===== src/rtl/fetch_stage_pkg.sv =====
// Shared types and constants for the instruction-fetch stage and its queue.
// Holds the FSM encoding, queue entry width and the branch-target helper.
package fetch_stage_pkg;

    typedef enum logic [1:0] {
        FETCH_IDLE    = 2'd0,
        FETCH_FETCH   = 2'd1,
        FETCH_DISCARD = 2'd2
    } fetch_state_e;

    localparam logic [31:0] INSTR_NOP = 32'h0000_0000;
    localparam logic [31:0] PC_STEP   = 32'd4;

    // Queue entries are {pc, instr}.
    localparam int QUEUE_W = 64;

    function automatic logic [31:0] branch_target(input logic [31:0] pc_plus4,
                                                  input logic [15:0] imm);
        return pc_plus4 + {{14{imm[15]}}, imm, 2'b00};
    endfunction

endpackage


===== src/rtl/fetch_stage_queue.sv =====
// In-order instruction queue of {pc, instr} entries between fetch and decode.
// flush wins over push and pop in the same cycle; pop on empty is ignored.
module fetch_queue
    import fetch_stage_pkg::*;
#(
    parameter int DEPTH = 2
) (
    input  logic                   clk,
    input  logic                   rst_n,
    input  logic                   push,
    input  logic [QUEUE_W-1:0]     push_data,
    input  logic                   pop,
    input  logic                   flush,
    output logic [QUEUE_W-1:0]     head_data,
    output logic                   full,
    output logic                   empty,
    output logic [$clog2(DEPTH):0] count
);

    localparam int PTR_W = $clog2(DEPTH);
    localparam logic [PTR_W:0] FULL_CNT = (PTR_W + 1)'(DEPTH);

    logic [QUEUE_W-1:0] mem_q [DEPTH];
    logic [QUEUE_W-1:0] mem_d [DEPTH];
    logic [PTR_W-1:0]   wr_ptr_q, wr_ptr_d;
    logic [PTR_W-1:0]   rd_ptr_q, rd_ptr_d;
    logic [PTR_W:0]     count_q, count_d;
    logic               do_push, do_pop;

    assign empty     = (count_q == '0);
    assign full      = (count_q == FULL_CNT);
    assign count     = count_q;
    assign head_data = mem_q[rd_ptr_q];
    assign do_push   = push & ~full & ~flush;
    assign do_pop    = pop & ~empty & ~flush;

    always_comb begin
        mem_d    = mem_q;
        wr_ptr_d = wr_ptr_q;
        rd_ptr_d = rd_ptr_q;
        count_d  = count_q;
        if (flush) begin
            wr_ptr_d = '0;
            rd_ptr_d = '0;
            count_d  = '0;
        end else begin
            if (do_push) begin
                mem_d[wr_ptr_q] = push_data;
                wr_ptr_d        = wr_ptr_q + 1'b1;
            end
            if (do_pop) begin
                rd_ptr_d = rd_ptr_q + 1'b1;
            end
            if (do_push && !do_pop) begin
                count_d = count_q + 1'b1;
            end else if (do_pop && !do_push) begin
                count_d = count_q - 1'b1;
            end
        end
    end

    always_ff @(posedge clk or negedge rst_n) begin
        if (!rst_n) begin
            wr_ptr_q <= '0;
            rd_ptr_q <= '0;
            count_q  <= '0;
        end else begin
            wr_ptr_q <= wr_ptr_d;
            rd_ptr_q <= rd_ptr_d;
            count_q  <= count_d;
        end
    end

    // Storage needs no reset: the pointers and count define what is valid.
    always_ff @(posedge clk) begin
        mem_q <= mem_d;
    end

endmodule


===== src/rtl/fetch_stage.sv =====
// Instruction-fetch stage: owns the fetch PC, drives the instruction-memory
// request, queues returned words and redirects on a taken branch from decode.
module fetch_stage
    import fetch_stage_pkg::*;
#(
    parameter logic [31:0] RESET_PC = 32'h0000_0000,
    parameter int          DEPTH    = 2
) (
    input  logic        clk,
    input  logic        rst_n,
    output logic        imem_req,
    output logic [31:0] imem_addr,
    input  logic        imem_ack,
    input  logic [31:0] imem_rdata,
    output logic [31:0] instr,
    output logic        instr_valid,
    input  logic        instr_ready,
    output logic [5:0]  opcode,
    output logic [5:0]  funct,
    output logic [31:0] pc,
    output logic [31:0] pc_plus4,
    input  logic        jump
);

    localparam int CNT_W = $clog2(DEPTH) + 1;
    localparam logic [CNT_W-1:0] FULL_CNT = CNT_W'(DEPTH);

    fetch_state_e       state_q, state_d;
    logic [31:0]        fetch_pc_q, fetch_pc_d;
    logic [31:0]        redirect_pc_q, redirect_pc_d;
    logic               outstanding_q, outstanding_d;

    logic               q_push, q_pop, q_flush, q_full, q_empty;
    logic [CNT_W-1:0]   q_count;
    logic [QUEUE_W-1:0] q_head;
    logic               xfer, take;
    logic [31:0]        target;

    // Handshakes: memory transfers on imem_req & imem_ack, with req/addr held
    // stable from rise to ack; decode pops on instr_valid & instr_ready.
    assign imem_req  = (state_q == FETCH_DISCARD) ||
                       ((state_q == FETCH_FETCH) && (outstanding_q || (q_count < FULL_CNT)));
    assign imem_addr = fetch_pc_q;
    assign xfer      = imem_req & imem_ack;

    assign instr_valid = ~q_empty;
    assign instr       = q_empty ? INSTR_NOP : q_head[31:0];
    assign pc          = q_empty ? 32'h0 : q_head[63:32];
    assign pc_plus4    = pc + PC_STEP;
    assign opcode      = instr[31:26];
    assign funct       = instr[5:0];

    assign q_pop   = instr_valid & instr_ready;
    assign take    = q_pop & jump;
    assign q_flush = take;
    assign target  = branch_target(pc_plus4, instr[15:0]);

    fetch_queue #(
        .DEPTH(DEPTH)
    ) u_queue (
        .clk      (clk),
        .rst_n    (rst_n),
        .push     (q_push),
        .push_data({fetch_pc_q, imem_rdata}),
        .pop      (q_pop),
        .flush    (q_flush),
        .head_data(q_head),
        .full     (q_full),
        .empty    (q_empty),
        .count    (q_count)
    );

    always_comb begin
        state_d       = state_q;
        fetch_pc_d    = fetch_pc_q;
        redirect_pc_d = redirect_pc_q;
        q_push        = 1'b0;
        case (state_q)
            FETCH_IDLE: begin
                state_d = FETCH_FETCH;
            end
            FETCH_FETCH: begin
                if (take) begin
                    // A request already raised must finish before we can move on.
                    if (imem_req && !imem_ack) begin
                        redirect_pc_d = target;
                        state_d       = FETCH_DISCARD;
                    end else begin
                        fetch_pc_d = target;
                    end
                end else if (xfer) begin
                    q_push     = ~q_full;
                    fetch_pc_d = fetch_pc_q + PC_STEP;
                end
            end
            FETCH_DISCARD: begin
                if (imem_ack) begin
                    fetch_pc_d = redirect_pc_q;
                    state_d    = FETCH_FETCH;
                end
            end
            default: begin
                state_d = FETCH_IDLE;
            end
        endcase
        outstanding_d = imem_req & ~imem_ack;
    end

    always_ff @(posedge clk or negedge rst_n) begin
        if (!rst_n) begin
            state_q       <= FETCH_IDLE;
            fetch_pc_q    <= RESET_PC;
            redirect_pc_q <= RESET_PC;
            outstanding_q <= 1'b0;
        end else begin
            state_q       <= state_d;
            fetch_pc_q    <= fetch_pc_d;
            redirect_pc_q <= redirect_pc_d;
            outstanding_q <= outstanding_d;
        end
    end

endmodule


===== config.mk =====
export PLATFORM = sky130hd
export DESIGN_NAME = fetch_stage
export DESIGN_NICKNAME = d
export VERILOG_FILES = /design/src/rtl/fetch_stage_pkg.sv /design/src/rtl/fetch_stage_queue.sv /design/src/rtl/fetch_stage.sv
export SDC_FILE = /design/constraint.sdc
export NUM_CORES = 1
export LEC_CHECK = 0
export ABC_AREA = 1
export CORE_MARGIN = 4
export CORE_UTILIZATION = 50
export DETAILED_ROUTE_END_ITERATION = 8
export PLACE_DENSITY = 0.71
export RECOVER_POWER = 50
export SYNTH_ARGS = -nofsm -noshare
export SYNTH_HDL_FRONTEND = slang
export SYNTH_HIERARCHICAL = 1
export SYNTH_SLANG_ARGS = --single-unit

===== constraint.sdc =====
create_clock -name clk -period 6.1 [get_ports clk]
set_input_delay 1.22 -clock clk [delete_from_list [all_inputs] [get_ports clk]]
set_output_delay 1.22 -clock clk [all_outputs]
set_load 0.02 [all_outputs]

==> results of run 1 <==
stage by stage:
step | instance area (um2) | hold slack, ns
after floorplan | 12400 | 0.444
after global placement | 14400 | 0.464
after detailed placement | 14400 | 0.461
after CTS | 14900 | 0.484
after global routing | 14900 | 0.500
final | 14900 | 0.486
state kept, by name, indices dropped and copies added, names as in the netlist:
register	cells
u_queue/mem_q	128
u_queue/wr_ptr_q	1
outstanding_q	1
u_queue/rd_ptr_q	1
redirect_pc_q	32
imem_addr	32
state_q	2
u_queue/count	2
kinds of logic (layout without fill, tap and decap cells):
group                    after synthesis  count (layout)  synth area share
AND/OR/NAND/NOR                      897             897             0.304
buffers and inverters                294             456             0.101
flip-flops                           199             199             0.452
AO/OA/AOI/OAI                        152             152            0.0665
XOR/XNOR                              54              54            0.0380
adder cells (fa/ha/maj)               38              38            0.0388
routing by layer:
metal | up-vias | global-route usage | share of wire
li1 | 5479 | - | -
met1 | 5189 | 0.372 | 0.44
met2 | 420 | 0.431 | 0.46
met3 | 66 | 0.0520 | 0.075
met4 | 0 | 0.0832 | 0.027
met5 | - | 0 | 0
area by class of cell:
class | count | area share
Multi-Input combinational cell | 1141 | 0.372
Inverter | 233 | 0.0593
Clock inverter | 10 | 0.00799
Clock buffer | 22 | 0.0298
Timing Repair Buffer | 191 | 0.126
Tap cell | 324 | 0.0272
Sequential cell | 199 | 0.378
worst max-delay path: cells and delay by family (launching register included):
kind | cells | cell delay [ns]
buffers and inverters | 4 | 2.95
flip-flops | 1 | 0.39
AND/OR/NAND/NOR | 1 | 0.29
adder cells (fa/ha/maj) | 1 | 0.15
layout by cell type (no fill, tap or decap), types with 2 or more instances in the layout:
cell type,Yosys,layout
o211ai_1,2,2
clkinv_4,0,3
nand2_1,576,578
xnor2_1,11,11
dlygate4sd3_1,0,65
nor2_4,3,4
o21ai_0,46,46
ha_1,37,37
clkinvlp_4,0,2
inv_8,1,3
clkbuf_16,0,17
edfxtp_1,128,128
o21ai_2,2,2
a21oi_1,63,65
buf_4,17,9
o21ai_1,16,16
nand4_1,17,17
nand3_1,89,93
nand3_2,9,5
nor2_1,150,148
nor2_2,12,13
clkdlybuf4s50_1,0,112
o22ai_1,5,5
o21bai_1,3,3
xor2_1,43,43
a31oi_1,3,3
inv_2,6,5
nor3_1,22,22
o21a_1,3,3
nand2_2,6,4
inv_1,226,227
clkbuf_1,7,8
dfrtp_1,71,70
nor3_2,2,2
path summary, 6_finish.rpt:
kind | startpoint | end | slack, ns | cells after the start
setup reg to reg | state_q[0] | u_queue/mem_q[59] | 0.67 | 10
min in group asynchronous | rst_n | redirect_pc_q[30] | 2.22 | 2
setup / recovery | state_q[0] | imem_req | 0.66 | 6
hold reg to reg | redirect_pc_q[16] | redirect_pc_q[16] | 0.49 | 2
hold / removal | redirect_pc_q[16] | redirect_pc_q[16] | 0.49 | 2
max in group asynchronous | rst_n | u_queue/rd_ptr_q | 1.41 | 2
power groups by stage:
stage	clock network [mW]	logic, mW	registers, mW
after global placement	0	4.74	2.05
after floorplan	0	2.94	2.03
final	1.10	4.80	2.04
after detailed placement	0	4.77	2.06
after global routing	1.17	5.22	2.07
after CTS	1.12	4.80	2.03
==> results.md, run 1 <==
* Status: finished with violations
* Failing checks: max-capacitance violations, max-slew violations
* Final Slew Violations at roughly 110
* Static Leak at 7.08 nW
* First-pass GRT wire length at between 50,000 and 60,000 um
* Hold Buf Count CTS at 0
* Number of flops mapped to enable cells by yosys at 128
* Number of gates resized after cts at 0
* IO Count at 179
* Synth area leaders: edfxtp_1 31%, nand2_1 17%, dfrtp_1 14%
* Switching Fraction at 0.503
* Num rows at 57
* Detail Route Antenna Nets at 0
* Period minus WS final at between 5 and 6 ns
* # setup viols final at 0
* Pint at 3.94 mW
* WS Path Type: reg2out
* Tcrit/Tclk final at 0.891
* Pwr Density at between 500 and 600 mW/mm2
* Share of Yosys cell area claimed by the top area cell type at 0.309
* Residual DRC at 0
* Mapped Avg Cell Area at ~7.6 um2
* Hold Crit Class: reg2reg
* Main synth FF type: edfxtp_1
* Power, Total at 7.94 mW
* Max Clock Skew at roughly 0.013 ns
* Max-slew headroom at -1.57
* Peak supply drop at around 0.25 mV
* Inserted Diodes at 0
* Psw at between 3 and 4 mW
* Die Height at approximately 170 um
* Synth Cell Area at about 0.012 mm2
* Area leader, netlist: edfxtp_1
* Die footprint at between 0.02 and 0.03 mm2
* Highest clock rate at 0.184 GHz
* Pin count of the biggest net entering global routing at 72
* Vias in the first global route at ~11,000
* CTS Buffer Depth at 2
* Critical Path Slowest Stage Cell: clkbuf_1
* Setup WS post-layout at approximately 0.66 ns
* CTS tree: built
* Max-cap violations at 2
* Hold Fails Final Rpt at 0
* DR vias/cell at between 5 and 6
* Multi-input logic area at 0.00554 mm2
* Clock Latency Late Sink at 0.44 ns
* Routed WL per cell at between 15 and 20 um
* Layout Cells excl Fill at between 2,000 and 2,500
* Most instantiated library cell after synthesis: nand2_1
* Ys async rst share at 0.357
* GP Congestion at just under 1
* # H-tree levels at 4
* I/O Buffers at 178
* Final HPWL DP at 28,700 um
* GRT Total Usage at 0.268
* Nets at 1,858
* CP Cell Sequence: inv_1 -> ha_1 -> clkbuf_1 -> inv_1 -> nand2_1 -> clkdlybuf4s50_1
* CP endpoint kind: output pin
* Sink Count at between 150 and 200
* Pre-CTS setup slack at 1.25 ns
* Post-CTS Setup Bufs at 0
* Clock power frac at 0.139
* Vias at around 11,000
* Synth cell types at 53
* Comb power frac at 0.605
* Total CTS buffers at 17
* Grt ovf at 0
* Share of cells above drive strength 1 at 0.0451
* Root Buffer: clkbuf_16
* CP max FO at 34
* Total iterations of the first detailed-routing run at 5
* Ys Warns at 6
* Reg power frac at 0.257
* Seq/Total Area, Yosys at 0.452
* Worst-path clk slew at 0.08 ns
* Number of antenna violations at the first check in global routing at 0
* Initial Util at 0.510
* Sequential Area at 0.00562 mm2
* RSZ-0062 raised after global routing: no
* DRT Wirelength at around 38,000 um
* Area grow syn2layout at 19.7%
* Synth cell count leaders: 576 x nand2_1, 226 x inv_1, 150 x nor2_1
* CP arrival at around 4.2 ns
* CP startpoint kind: flop
* CORE AREA at roughly 0.024 mm2
* Placed cell count at roughly 2,100
* Cell mode on critical path: inv_1
* Tightest Pin Transition at between 3 and 4 ns
* Yosys reg bits at ~200
* WP data required at between 4 and 5 ns
* CP peak stage delay at approximately 1.3 ns
* Synthesized Nets at 1,709
* 1st-iter DRT viols at approximately 1,100
* Fin util at 0.610
* Filler cells at approximately 2,300
* Mapped Cells at between 1,500 and 2,000
* Post-route setup TNS at 0 ns
* Die Wd at 166 um
No activity file was read; power rests on OpenSTA's default activity.
==> inputs of run 2 (changes only) <==
--- a/config.mk
+++ b/config.mk
@@ -6,10 +6,13 @@
 export NUM_CORES = 1
 export LEC_CHECK = 0
 export ABC_AREA = 1
+export CELL_PAD_IN_SITES_DETAIL_PLACEMENT = 1
+export CELL_PAD_IN_SITES_GLOBAL_PLACEMENT = 2
 export CORE_MARGIN = 4
-export CORE_UTILIZATION = 50
+export CORE_UTILIZATION = 32
 export DETAILED_ROUTE_END_ITERATION = 8
-export PLACE_DENSITY = 0.71
+export GPL_TIMING_DRIVEN = 0
+export PLACE_DENSITY = 0.78
 export RECOVER_POWER = 50
 export SYNTH_ARGS = -nofsm -noshare
 export SYNTH_HDL_FRONTEND = slang
==> run 2 against run 1 <==
Effect of this change: sequential cell count unchanged; critical path type is now in2reg; sequential power about the same; core utilization fell by 20 points; the flow still finishes with violations (max-capacitance violations, max-slew violations); maximum frequency shrank 0.14%; final area rose by 4.0%; critical path depth increased by 6; via count increased by 1.4%; clock skew up 0.0027 ns; clock power increased by 4%.
==> results.md, run 2 (synthesized netlist as in run 1, its figures left out) <==
* Grt ovf at 0
* Die footprint at 0.0421 mm2
* Die Wd at 205 um
* Vias in the first global route at about 12,000
* Final HPWL DP at around 39,000 um
* Detail Route Antenna Nets at 0
* Tightest Pin Transition at approximately 2.2 ns
* CORE AREA at approximately 0.038 mm2
* Hold Path End: redirect_pc_q[12]
* Period minus WS final at 5.45 ns
* Hold Crit Class: reg2reg
* Inserted Diodes at 0
* CP startpoint kind: primary input
* Fin util at 0.407
* Number of gates resized after cts at 0
* 1st-iter DRT viols at between 600 and 700
* Sink Count at between 150 and 200
* Die Height at 205 um
* RSZ-0062 raised after global routing: no
* Nets at approximately 1,900
* Initial Util at 0.327
* DRT Wirelength at ~47,000 um
* Static Leak at ~7.3 nW
* Post-route setup TNS at 0 ns
* FF-to-FF setup slack at ~1.1 ns
* Pre-CTS setup slack at approximately 1.2 ns
* Total iterations of the first detailed-routing run at 5
* Post-CTS Setup Bufs at 0
* CP arrival at ~5.6 ns
* WP data required at about 6.2 ns
* Reg with most FFs: u_queue/mem_q
* Hold Fails Final Rpt at 0
* # H-tree levels at 4
* Number of antenna violations at the first check in global routing at 0
* Top sig layer: met4
* GRT Total Usage at 0.224
* Largest register FFs at 128
* Highest clock rate at between 0.15 and 0.2 GHz
* Power, Total at about 8.4 mW
* Residual DRC at 0
* I/O Buffers at 178
* Final Slew Violations at roughly 100
* Pwr Density at roughly 540 mW/mm2
* Commonest non-fill, non-tap cell in the layout: nand2_1
* R2R cell count at 12
* Share of cells above drive strength 1 at 0.0671
* Reg2reg end: u_queue/mem_q[25]
* WS Path Type: in2reg
* Area grow syn2layout at 24.5%
* Min-Delay Startpoint: redirect_pc_q[12]
* Pin count of the biggest net entering global routing at 38
* Max-cap violations at 3
* Met3 WL at between 1500 and 2000 um
* DR WL met2 at 21,900 um
* Worst r2r src: u_queue/count[1]
* Setup WS post-layout at 0.655 ns
* CTS Buffer Depth at 2
* CP endpoint kind: flop
* Num rows at 71
* Max-slew headroom at -0.489
* Hold WS at a little under 0.5 ns
* CP max FO at 30
* Peak supply drop at 0.215 mV
* Routed WL per cell at just under 20 um
* Multi-input logic area at 0.00554 mm2
* Worst-path clk slew at around 0.080 ns
* Buf/Inv on CP at 8
* Family with the most delay on the worst path: buffers and inverters
* Sequential Area at 0.00562 mm2
* First-pass GRT wire length at between 70,000 and 80,000 um
* Failing checks: max-capacitance violations, max-slew violations
* Most frequent cells in the layout: 577 x nand2_1, 226 x inv_1, 151 x nor2_1, 128 x edfxtp_1, 112 x clkdlybuf4s50_1
* DR vias/cell at approximately 4.8
* Max Clock Skew at between 0.015 and 0.02 ns
* GP Congestion at roughly 0.89
* WHS Path Cells at 2
* Routed length on met1 at around 22,000 um
* Critical Path Slowest Stage Cell: clkbuf_1
* Status: finished with violations
* Vias at ~11,000
* CP peak stage delay at between 1 and 1.5 ns
* Hold Buf Count CTS at 0
* Tcrit/Tclk final at 0.893
* CTS tree: built
* CP Cell Sequence: dlygate4sd3_1 -> inv_1 -> nor2_1 -> nand2_1 -> inv_1 -> clkbuf_1 -> clkbuf_1 -> inv_1 -> nand2_1 -> nor2_1 -> clkbuf_1 -> buf_12
* Filler cells at 4,737
* Total CTS buffers at 17
* Clock Latency Late Sink at ~0.45 ns
* # setup viols final at 0
* IO Count at approximately 180
* Root Buffer: clkbuf_16
[run 2: final cells by class]
| class | count | area share |
|---|---|---|
| well taps | 511 | 0.0413 |
| multi-input cells | 1141 | 0.358 |
| flip-flops and latches | 199 | 0.363 |
| clock inverters | 14 | 0.0104 |
| repair buffers | 183 | 0.119 |
| plain buffers | 61 | 0.0239 |
| inverters | 233 | 0.0570 |
| clock buffers | 18 | 0.0277 |
[run 2: per-layer routing]
layer | GRT usage | vias to the layer above
li1 | - | 5581
met1 | 0.309 | 5477
met2 | 0.373 | 209
met3 | 0.0317 | 43
met4 | 0.0567 | 0
met5 | 0 | -
[run 2: worst max path at each step]
stage,startpoint,end,depth (start not counted)
after global routing,instr_ready,u_queue/mem_q[5],12
final,instr_ready,u_queue/mem_q[25],12
after floorplan,instr_ready,u_queue/mem_q[100],8
after global placement,instr_ready,u_queue/mem_q[50],10
after CTS,u_queue/rd_ptr_q,pc_plus4[16],14
after detailed placement,u_queue/rd_ptr_q,pc_plus4[16],14
[run 2: where the power goes]
part	internal, mW	switching, mW	leakage (nW)
Sequential	1.75	0.262	2.04
Combinational	1.75	3.45	4.98
Clock	0.583	0.556	0.285
[run 2: worst min-delay path, cell delays in order, from the launching register on]
cell and delay (ns):
dfrtp_1 0.35, nand2_1 0.05, o21ai_0 0.06
[run 2: stage by stage]
| stage | instances | cell area (um2) |
|---|---|---|
| 4_1_cts | 2360 | 15600 |
| 6_report | 2360 | 15500 |
| 3_5_place_dp | 2328 | 15000 |
| 3_3_place_gp | 2323 | 14900 |
| 5_1_grt | 2360 | 15500 |
| 2_1_floorplan | 1634 | 12400 |
==> inputs of run 3 (changes only) <==
--- a/config.mk
+++ b/config.mk
@@ -6,9 +6,10 @@
 export NUM_CORES = 1
 export LEC_CHECK = 0
 export ABC_AREA = 1
+export ABC_CLOCK_PERIOD_IN_PS = 6100
 export CELL_PAD_IN_SITES_DETAIL_PLACEMENT = 1
 export CELL_PAD_IN_SITES_GLOBAL_PLACEMENT = 2
-export CORE_MARGIN = 4
+export CORE_MARGIN = 10
 export CORE_UTILIZATION = 32
 export DETAILED_ROUTE_END_ITERATION = 8
 export GPL_TIMING_DRIVEN = 0
==> run 3 against run 2 <==
Effect of this change: the flow still finishes with violations (max-capacitance violations, max-slew violations); via count decreased by 0.25%; global-route usage is 2.1 points lower; die area increased by 12%; sequential power is essentially flat; non-clock buffer count is the same; clock skew decreased by 0.0010 ns; clock power is 4% higher; final area is essentially flat; worst setup slack better by 0.090 ns; core utilization fell by 0.56 points; first-iteration DRC count decreased by 6.7%.
==> results.md, run 3 (synthesized netlist as in run 1, its figures left out) <==
* Status: finished with violations
* Failing checks: max-capacitance violations, max-slew violations
* Die footprint at between 0.04 and 0.05 mm2
* Share of cells above drive strength 1 at 0.0665
* Peak supply drop at roughly 0.24 mV
* Nets at roughly 1,900
* Reg2reg end: imem_addr[29]
* Commonest non-fill, non-tap cell in the layout: nand2_1
* Psw at 4.26 mW
* Hold Buf Count CTS at 0
* DRT Wirelength at ~48,000 um
* Detail Route Antenna Nets at 0
* Vias at between 10,000 and 15,000
* I/O Buffers at ~180
* Switching Fraction at 0.507
* Reg power frac at 0.241
* Root Buffer: clkbuf_16
* Area grow syn2layout at 24.5%
* # H-tree levels at 4
* Grt ovf at 0
* Inserted Diodes at 0
* Number of antenna violations at the first check in global routing at 0
* GP Congestion at between 0.8 and 0.9
* Die Wd at 217 um
* Hold Fails Final Rpt at 0
* FF-to-FF setup slack at about 1.3 ns
* Comb power frac at 0.619
* # setup viols final at 0
* Max Clock Skew at 0.0147 ns
* Sink Count at ~200
* CP arrival at a little over 4 ns
* Static Leak at approximately 7.3 nW
* CP Cell Sequence: nor2_1 -> buf_6 -> inv_8 -> buf_12 -> buf_6 -> nand2_1 -> inv_1 -> ha_1 -> nand3_1 -> nor2_1 -> nand2_1 -> nor2_1 -> xor2_1 -> clkdlybuf4s50_1
* RSZ-0062 raised after global routing: no
* Tcrit/Tclk final at 0.878
* Die Height at about 220 um
* CP startpoint kind: flop
* Number of gates resized after cts at 0
* Fin util at 0.402
* Most frequent cells in the layout: 577 x nand2_1, 226 x inv_1, 151 x nor2_1, 128 x edfxtp_1, 112 x clkdlybuf4s50_1
* Hold Path End: redirect_pc_q[16]
* Largest register FFs at ~130
* CP endpoint kind: output pin
* Max-cap violations at 4
* WHS Path Cells at 2
* Initial Util at 0.323
* Critical Path Slowest Stage Cell: clkdlybuf4s50_1
* CORE AREA at 0.0386 mm2
* Clock Latency Late Sink at about 0.46 ns
* Reg with most FFs: u_queue/mem_q
* Highest clock rate at around 0.19 GHz
* CP max FO at 10
* Pre-CTS setup slack at about 1.2 ns
* Pwr Density at roughly 540 mW/mm2
* Worst r2r src: u_queue/count[1]
* IO Count at roughly 180
* 1st-iter DRT viols at about 600
* Num rows at 72
* Max-slew headroom at -0.600
* DR vias/cell at ~4.8
* Tightest Pin Transition at about 2.4 ns
* CTS Buffer Depth at 2
* WS Path Type: reg2out
* Pint at between 4 and 5 mW
* Min-Delay Startpoint: redirect_pc_q[16]
* First-pass GRT wire length at 72,800 um
* CTS tree: built
* R2R cell count at 23
* Vias in the first global route at ~12,000
* Cell mode on critical path: nor2_1
* CP peak stage delay at around 0.69 ns
* Pin count of the biggest net entering global routing at 43
* Final HPWL DP at 39,500 um
* Clock power frac at 0.140
* Routed WL per cell at 20.2 um
* Total iterations of the first detailed-routing run at 5
* Residual DRC at 0
* Total CTS buffers at 17
* GRT Total Usage at 0.204
* Worst-path clk slew at roughly 0.080 ns
* Setup WS post-layout at between 0.7 and 0.8 ns
* Period minus WS final at 5.36 ns
* Post-CTS Setup Bufs at 0
* Final Slew Violations at ~140
* WP data required at slightly below 5 ns
* Hold Crit Class: reg2reg
run 3: cell types whose count changed in the layout (fill, tap and decap cells not counted), sizes merged:
cell and delta:
clkinvlp +2, bufinv +1, inv -3, clkinv -3, buf -1, clkbuf +4
run 3: layer usage:
metal,wire length (um),up-vias,GRT usage
met3,1740,30,0.0336
met4,557,0,0.0410
li1,-,5555,-
met2,23300,165,0.347
met1,22300,5532,0.268
met5,0,-,0
run 3: area by class of cell:
class | instances | area [um2]
Multi-Input combinational cell | 1141 | 5540
Buffer | 61 | 370
Inverter | 233 | 882
Sequential cell | 199 | 5620
Tap cell | 518 | 648
Fill cell | 4834 | 23100
Clock buffer | 21 | 460
Clock inverter | 11 | 140
Timing Repair Buffer | 183 | 1830
run 3: worst max path at each step:
| stage | from | end | slack (ns) |
|---|---|---|---|
| global placement | instr_ready | u_queue/mem_q[119] | -1.61 |
| floorplan | instr_ready | u_queue/mem_q[100] | 0.83 |
| global route | u_queue/rd_ptr_q | pc_plus4[16] | 0.42 |
| detailed placement | u_queue/count[1] | pc_plus4[16] | 1.19 |
| finish | u_queue/count[1] | pc_plus4[16] | 0.74 |
| CTS | u_queue/count[1] | pc_plus4[16] | 0.68 |
run 3: worst max-delay path: cells and delay by family (launching register included):
family	cells	cell delay, ns
xor+xnor	1	0.37
simple gates	6	1.02
fa+ha+maj	1	0.34
buf+inv	6	1.41
flops	1	0.52
run 3: power by group through the flow:
| stage | Clock, mW | Combinational (mW) | Sequential (mW) |
|---|---|---|---|
| after global placement | 0 | 5.19 | 2.04 |
| after CTS | 1.20 | 5.29 | 2.02 |
| after floorplan | 0 | 2.94 | 2.03 |
| final | 1.18 | 5.20 | 2.02 |
| after global routing | 1.25 | 5.68 | 2.05 |
| after detailed placement | 0 | 5.27 | 2.05 |
run 3: per-stage QoR:
| step | hold WS [ns] | std cells | TNS, ns | total power [mW] | area [um2] |
|---|---|---|---|---|---|
| after CTS | 0.492 | 2367 | 0 | 8.51 | 15600 |
| after detailed placement | 0.471 | 2335 | 0 | 7.31 | 15000 |
| final | 0.493 | 2367 | 0 | 8.39 | 15500 |
| after floorplan | 0.444 | 1634 | 0 | 4.97 | 12400 |
| after global placement | 0.465 | 2330 | -201.89 | 7.23 | 14900 |
| after global routing | 0.513 | 2367 | 0 | 8.99 | 15500 |
